==> src/rtl/apb_master_sync_if.sv <==
// apb_master_sync_if: command/response port and APB bus of the APB requester.
interface apb_master_sync_if #(
  parameter int DWIDTH = 32,
  parameter int AWIDTH = 32
);
  logic              cmd_valid;
  logic              cmd_ready;
  logic              cmd_write;
  logic [AWIDTH-1:0] cmd_addr;
  logic [DWIDTH-1:0] cmd_wdata;
  logic              rsp_valid;
  logic [DWIDTH-1:0] rsp_rdata;
  logic              rsp_err;
  logic              rsp_timeout;
  logic              PSEL;
  logic              PENABLE;
  logic              PWRITE;
  logic [AWIDTH-1:0] PADDR;
  logic [DWIDTH-1:0] PWDATA;
  logic [DWIDTH-1:0] PRDATA;
  logic              PREADY;
  logic              PSLVERR;
  modport master (
    input  cmd_valid, cmd_write, cmd_addr, cmd_wdata, PRDATA, PREADY, PSLVERR,
    output cmd_ready, rsp_valid, rsp_rdata, rsp_err, rsp_timeout,
           PSEL, PENABLE, PWRITE, PADDR, PWDATA
  );
  modport slave (
    output cmd_valid, cmd_write, cmd_addr, cmd_wdata, PRDATA, PREADY, PSLVERR,
    input  cmd_ready, rsp_valid, rsp_rdata, rsp_err, rsp_timeout,
           PSEL, PENABLE, PWRITE, PADDR, PWDATA
  );
endinterface

==> src/rtl/apb_master_sync.sv <==
// apb_master_sync: single-outstanding APB requester with PREADY wait-state watchdog.
module apb_master_sync #(
  parameter int DWIDTH  = 32,
  parameter int AWIDTH  = 32,
  parameter int TIMEOUT = 16
) (
  input  logic                  PCLK,
  input  logic                  PRESET,
  apb_master_sync_if.master     bus
);
  typedef enum logic [1:0] {IDLE, SETUP, ACCESS} state_t;
  localparam logic [15:0] TO_LAST = 16'(TIMEOUT - 1);
  state_t            r_state, w_next;
  logic [15:0]       r_wait;
  logic              r_psel, r_penable, r_pwrite;
  logic [AWIDTH-1:0] r_paddr;
  logic [DWIDTH-1:0] r_pwdata, r_rdata;
  logic              r_rsp_valid, r_err, r_timeout;
  logic              w_done, w_to;
  assign w_done = (r_state == ACCESS) && bus.PREADY;
  // Abort on the TIMEOUT-th consecutive low PREADY; r_wait counts samples already seen.
  assign w_to   = (r_state == ACCESS) && !bus.PREADY && (TIMEOUT != 0) && (r_wait == TO_LAST);
  always_comb begin
    w_next = r_state;
    if (r_state == IDLE && bus.cmd_valid) w_next = SETUP;
    if (r_state == SETUP) w_next = ACCESS;
    if (w_done || w_to) w_next = IDLE;
  end
  always_ff @(posedge PCLK) begin
    if (PRESET) begin
      r_state     <= IDLE;
      r_wait      <= '0;
      r_psel      <= 1'b0;
      r_penable   <= 1'b0;
      r_pwrite    <= 1'b0;
      r_paddr     <= '0;
      r_pwdata    <= '0;
      r_rdata     <= '0;
      r_rsp_valid <= 1'b0;
      r_err       <= 1'b0;
      r_timeout   <= 1'b0;
    end else begin
      r_state     <= w_next;
      r_rsp_valid <= 1'b0;
      if (r_state == IDLE && bus.cmd_valid) begin
        r_paddr   <= bus.cmd_addr;
        r_pwrite  <= bus.cmd_write;
        r_pwdata  <= bus.cmd_write ? bus.cmd_wdata : '0;
        r_psel    <= 1'b1;
        r_penable <= 1'b0;
      end
      if (r_state == SETUP) begin
        r_penable <= 1'b1;
        r_wait    <= '0;
      end
      if (r_state == ACCESS && !bus.PREADY) r_wait <= r_wait + 16'(r_wait != '1);
      if (w_done || w_to) begin
        r_psel      <= 1'b0;
        r_penable   <= 1'b0;
        r_rsp_valid <= 1'b1;
        r_err       <= w_done ? bus.PSLVERR : 1'b1;
        r_timeout   <= !w_done;
        r_rdata     <= (w_done && !r_pwrite) ? bus.PRDATA : '0;
      end
    end
  end
  assign bus.cmd_ready   = (r_state == IDLE) && !PRESET;
  assign bus.PSEL        = r_psel;
  assign bus.PENABLE     = r_penable;
  assign bus.PWRITE      = r_pwrite;
  assign bus.PADDR       = r_paddr;
  assign bus.PWDATA      = r_pwdata;
  assign bus.rsp_valid   = r_rsp_valid;
  assign bus.rsp_rdata   = r_rdata;
  assign bus.rsp_err     = r_err;
  assign bus.rsp_timeout = r_timeout;
endmodule

==> src/flat_wrapper.sv <==
// flat-port wrapper written by rule: the top's interface ports become plain ports
module apb_master_sync_flat 
#(
  parameter int DWIDTH  = 32,
  parameter int AWIDTH  = 32,
  parameter int TIMEOUT = 16
)
  (PCLK, PRESET, bus_cmd_valid, bus_cmd_write, bus_cmd_addr, bus_cmd_wdata, bus_PRDATA, bus_PREADY, bus_PSLVERR, bus_cmd_ready, bus_rsp_valid, bus_rsp_rdata, bus_rsp_err, bus_rsp_timeout, bus_PSEL, bus_PENABLE, bus_PWRITE, bus_PADDR, bus_PWDATA);
  apb_master_sync_if #(.DWIDTH(DWIDTH), .AWIDTH(AWIDTH)) bus_i ();
  input  logic PCLK;
  input  logic PRESET;
  input wire logic [$bits(bus_i.cmd_valid)-1:0] bus_cmd_valid;
  input wire logic [$bits(bus_i.cmd_write)-1:0] bus_cmd_write;
  input wire logic [$bits(bus_i.cmd_addr)-1:0] bus_cmd_addr;
  input wire logic [$bits(bus_i.cmd_wdata)-1:0] bus_cmd_wdata;
  input wire logic [$bits(bus_i.PRDATA)-1:0] bus_PRDATA;
  input wire logic [$bits(bus_i.PREADY)-1:0] bus_PREADY;
  input wire logic [$bits(bus_i.PSLVERR)-1:0] bus_PSLVERR;
  output wire logic [$bits(bus_i.cmd_ready)-1:0] bus_cmd_ready;
  output wire logic [$bits(bus_i.rsp_valid)-1:0] bus_rsp_valid;
  output wire logic [$bits(bus_i.rsp_rdata)-1:0] bus_rsp_rdata;
  output wire logic [$bits(bus_i.rsp_err)-1:0] bus_rsp_err;
  output wire logic [$bits(bus_i.rsp_timeout)-1:0] bus_rsp_timeout;
  output wire logic [$bits(bus_i.PSEL)-1:0] bus_PSEL;
  output wire logic [$bits(bus_i.PENABLE)-1:0] bus_PENABLE;
  output wire logic [$bits(bus_i.PWRITE)-1:0] bus_PWRITE;
  output wire logic [$bits(bus_i.PADDR)-1:0] bus_PADDR;
  output wire logic [$bits(bus_i.PWDATA)-1:0] bus_PWDATA;
  assign bus_i.cmd_valid = bus_cmd_valid;
  assign bus_i.cmd_write = bus_cmd_write;
  assign bus_i.cmd_addr = bus_cmd_addr;
  assign bus_i.cmd_wdata = bus_cmd_wdata;
  assign bus_i.PRDATA = bus_PRDATA;
  assign bus_i.PREADY = bus_PREADY;
  assign bus_i.PSLVERR = bus_PSLVERR;
  assign bus_cmd_ready = bus_i.cmd_ready;
  assign bus_rsp_valid = bus_i.rsp_valid;
  assign bus_rsp_rdata = bus_i.rsp_rdata;
  assign bus_rsp_err = bus_i.rsp_err;
  assign bus_rsp_timeout = bus_i.rsp_timeout;
  assign bus_PSEL = bus_i.PSEL;
  assign bus_PENABLE = bus_i.PENABLE;
  assign bus_PWRITE = bus_i.PWRITE;
  assign bus_PADDR = bus_i.PADDR;
  assign bus_PWDATA = bus_i.PWDATA;
  apb_master_sync #(.DWIDTH(DWIDTH), .AWIDTH(AWIDTH), .TIMEOUT(TIMEOUT)) u_core (.PCLK(PCLK), .PRESET(PRESET), .bus(bus_i));
endmodule
==> config.mk <==
export PLATFORM = sky130hd
export DESIGN_NAME = apb_master_sync_flat
export DESIGN_NICKNAME = d
export VERILOG_FILES = /design/src/rtl/apb_master_sync_if.sv /design/src/rtl/apb_master_sync.sv /design/src/flat_wrapper.sv
export SDC_FILE = /design/constraint.sdc
export NUM_CORES = 1
export LEC_CHECK = 0
export ABC_AREA = 1
export BUFFER_PORTS_ARGS = -buffer_cell sky130_fd_sc_hd__buf_2
export CORE_ASPECT_RATIO = 1.75
export CORE_MARGIN = 2
export CORE_UTILIZATION = 25
export DETAILED_ROUTE_END_ITERATION = 8
export PLACE_DENSITY = 0.6
export REMOVE_ABC_BUFFERS = 1
export SETUP_SLACK_MARGIN = 0.5
export SYNTH_ARGS = -nofsm -noshare
export SYNTH_HDL_FRONTEND = slang
export SYNTH_SLANG_ARGS = --single-unit
==> constraint.sdc <==
create_clock -name PCLK -period 4 [get_ports PCLK]
set_input_delay 0.8 -clock PCLK [delete_from_list [all_inputs] [get_ports PCLK]]
set_output_delay 0.8 -clock PCLK [all_outputs]
set_load 0.01 [all_outputs]
* Yosys cells after proc, flatten, opt, wreduce, memory -nomap -nowiden
Index checks and enable logic that the tools add are counted.
** Word-level totals
- Output and inout bits :: 103
- Register bits :: 120
- Input port bits :: 102
** Cells by class
- Add/subtract/negate cells :: 1
- Reduce and logical (&&, ||, !) cells :: 16
- Multiplexer cells :: 10
- Eq/ne operators :: 4
** Operator list (number)
- $mux 32 :: 2
- $mux 16 :: 2
- $add 16x1->16 :: 1
- $eq 16x4->1 const B :: 1
- $ne 16x16->1 const B :: 1
- $logic_and 1x1->1 :: 6
- $logic_not 1->1 :: 4
- $mux 1 :: 4
- $mux 2 :: 2
- $reduce_bool 2->1 :: 2
- $reduce_or 3->1 :: 1
- $eq 2x1->1 const B :: 1
- $eq 2x2->1 const B :: 1
- $logic_not 2->1 :: 1
- $reduce_or 2->1 :: 1
- $logic_or 1x1->1 :: 1

* Depth between registers and ports, before layout
- Depth in word-level cells :: 5
- Depth in mapped cells :: 12
- Mapped depth without buffers :: 12

* Worst setup path before layout
No wires, ideal clock.
- Path kind :: input port to output port
- From :: input port PRESET
- To :: output port bus_cmd_ready
- Stages :: 2
- Slack :: 2.027 ns
- Arrival :: 1.173 ns
- Cell sequence :: clkbuf_1 > nor2_1
** On the way
- Cells in the longest elaborated chain, start to end :: 2
** RTL lines
- from (decl) :: RTL line flat_wrapper.sv:11 : input logic PRESET;
- $logic_not 1->1 :: RTL line apb_master_sync.sv:67 : assign bus.cmd_ready = (r_state == IDLE) && !PRESET;
- $logic_and 1x1->1 :: RTL line apb_master_sync.sv:67
- to (decl) :: RTL line flat_wrapper.sv:19 : output wire logic [$bits(bus_i.cmd_ready)-1:0] bus_cmd_ready;
No other way between the ends.

* Worst setup path in the final report
Same ends and word-level chain as after synthesis.

==> results.ini <==
[critical_path]
r2r_slack_ns=2.01
worstPathRequired_ns=3.20
cp-end-kind=primary output
r2r_start=u_core.r_wait[3]
worst_r2r_path_depth=10
endpoint=bus_cmd_ready
cp-startpoint=PRESET
cp.arrival_ns=1.45
r2r_end=u_core.r_wait[11]
crit_type=in2out
crit_fanout=18
worst_setup_path_start_kind=input port

[clocking]
clockBufferDepth=2
cts.sinks=119
cts.repair.resized=0
post_cts_buffers=0
numCtsBuffers=17
cts_tree=done
clk_pin_slew_worst_paths_ns=0.05
cts-root-buf=clkbuf_16
htreeDepth=4
insertion_delay_ns=0.41
holdBufCountCts=0

[global_route]
grt_overflow_total=0
grt_pass1_wl_um=21800
grt.total_usage_pct=14.1
grt_max_degree=68
grt_pass1_vias=4313
antenna_found_initial=1

[placement]
portBuffers=204
dp_hpwl_um=9870
gp_congestion=0.796

[synth]
synthDistinctLibCells=29
syn_inst=620
synthTopCellsByArea=dfxtp_1, nand2_1, nand3_1
yosysTopAreaCell=dfxtp_1
syn_area_per_cell_um2=7.57
syn_area_um2=4690
synth_top_area_share_pct=50.7
ys_seq_area_share_pct=50.7
yosysWarnings=0
ys_ff_latch=119

[die]
core_region_area_um2=18500
start_util_pct=25.4
row_count=66
die_h_um=185
die_x_um=108
dieArea_um2=19900
io_pins=205

[timing]
fin_tns_setup_ns=0
period_share_pct=56.2
period_needed_ns=2.25
finalMaxSlewViolations=0
finalHoldViolCount=0
worst_slew_pin_slew_ns=1.15
setup_viol_count_final=0
fmax_ghz=0.445
holdWs_ns=0.453
fin_worst_skew_ns=0.00670
rsz0062_at_grt=false
slew-limit-headroom_pct=23.3

[layout]
fillCellCount=2033
mostFrequentLayoutCells=buf_2, nand2_1, dfxtp_1
drive_gt1_share_pct=31.3
final_common_cell=buf_2
area_growth_pct=36.2
fin_nets=914
post-route-util_pct=34.6

[drt]
ant_nets=0
drtIter0Drc=182
wl_per_cell_um=13.2
firstDrtPassIters=6
vias=4659
wl_um=14000
via_per_inst=4.38
drcViolationCount=0

[power]
power.total_mw=3.09
leakage_nw=3.02
ir_drop_mv=0.294
powerDensity_nw_per_um2=483

[run]
cap_violations=0

[status]
status=completed

[min_path]
min_path_type=reg2reg

==> power breakdown <==
group | total (mW) | internal [mW] | switching [mW]
logic | 0.330 | 0.126 | 0.204
clock network | 1.48 | 0.930 | 0.546
registers | 1.28 | 1.25 | 0.0310
total | 3.09 | 2.31 | 0.781
==> Yosys cell counts <==
library cell,count
a21boi_0,3
a21oi_1,41
a21oi_2,2
a31oi_1,1
and3_1,1
buf_1,4
buf_2,11
buf_4,6
buf_6,7
clkbuf_1,8
dfxtp_1,119
ha_1,2
inv_1,16
inv_2,7
nand2_1,148
nand2_2,1
nand3_1,82
nand3_2,5
nand3_4,1
nand4_1,3
nor2_1,105
nor2_2,1
nor2_4,2
nor3_4,1
o211ai_1,1
o21a_1,1
o21ai_0,39
o21ai_1,1
or2_2,1
==> area by class of cell <==
cell class	instances	area, um2	area share [%]
sequential	119	2380	37.3
multi-input combinational	442	2000	31.3
timing repair buffer	207	1040	16.3
clock buffer	20	447	6.99
tap	238	298	4.66
clock inverter	12	129	2.02
inverter	23	86.3	1.35
antenna	2	5.00	0.0783
==> logic make-up after synthesis <==
logic type                 after synthesis  synth area share [%]
AOI/OAI and AO/OA                       89                  9.94
adders and majority gates                2                 0.533
buffers and inverters                   59                  6.61
DFF                                    119                  50.7
and+or+nand+nor                        351                  32.2
==> critical path, stage by stage <==
cell and delay, ns:
buf_2 0.37, nor2_1 0.10, buf_2 0.17
==> stage by stage <==
stage,cells,worst slack (ns),cell area (um2)
after detailed placement,1029,1.74,5810
final,1063,1.75,6390
after CTS,1061,1.74,6390
after global placement,1029,1.75,5810
after floorplan,584,1.74,4470
after global routing,1062,1.71,6390
==> registers in the layout, summed over array words and instances (netlist names) <==
| name | count |
|---|---|
| u_core.bus.PENABLE | 1 |
| u_core.bus.rsp_valid | 1 |
| u_core.r_wait | 16 |
| u_core.bus.rsp_rdata | 32 |
| u_core.bus.PADDR | 32 |
| u_core.bus.rsp_timeout | 1 |
| u_core.bus.PWDATA | 32 |
| u_core.bus.PSEL | 1 |
| u_core.bus.PWRITE | 1 |
| u_core.bus.rsp_err | 1 |
| u_core.r_state | 1 |
==> routing by layer <==
metal | up-vias | routed length, um | track usage (%)
met5 | - | 0 | 0
met3 | 32 | 661 | 4.05
met2 | 126 | 7250 | 23.7
met4 | 0 | 546 | 8.92
met1 | 2101 | 5530 | 15.3
li1 | 2400 | - | -
==> worst min path at each step <==
stage                                  start                  endpoint  cells past startpoint
floorplan                   u_core.r_wait[3]          u_core.r_wait[3]                      2
global placement    u_core.bus.rsp_rdata[20]  u_core.bus.rsp_rdata[20]                      2
detailed placement  u_core.bus.rsp_rdata[20]  u_core.bus.rsp_rdata[20]                      2
CTS                 u_core.bus.rsp_rdata[20]  u_core.bus.rsp_rdata[20]                      2
global route           u_core.bus.PWDATA[16]     u_core.bus.PWDATA[16]                      2
finish              u_core.bus.rsp_rdata[20]  u_core.bus.rsp_rdata[20]                      2
(Power assumes the default switching activity.)
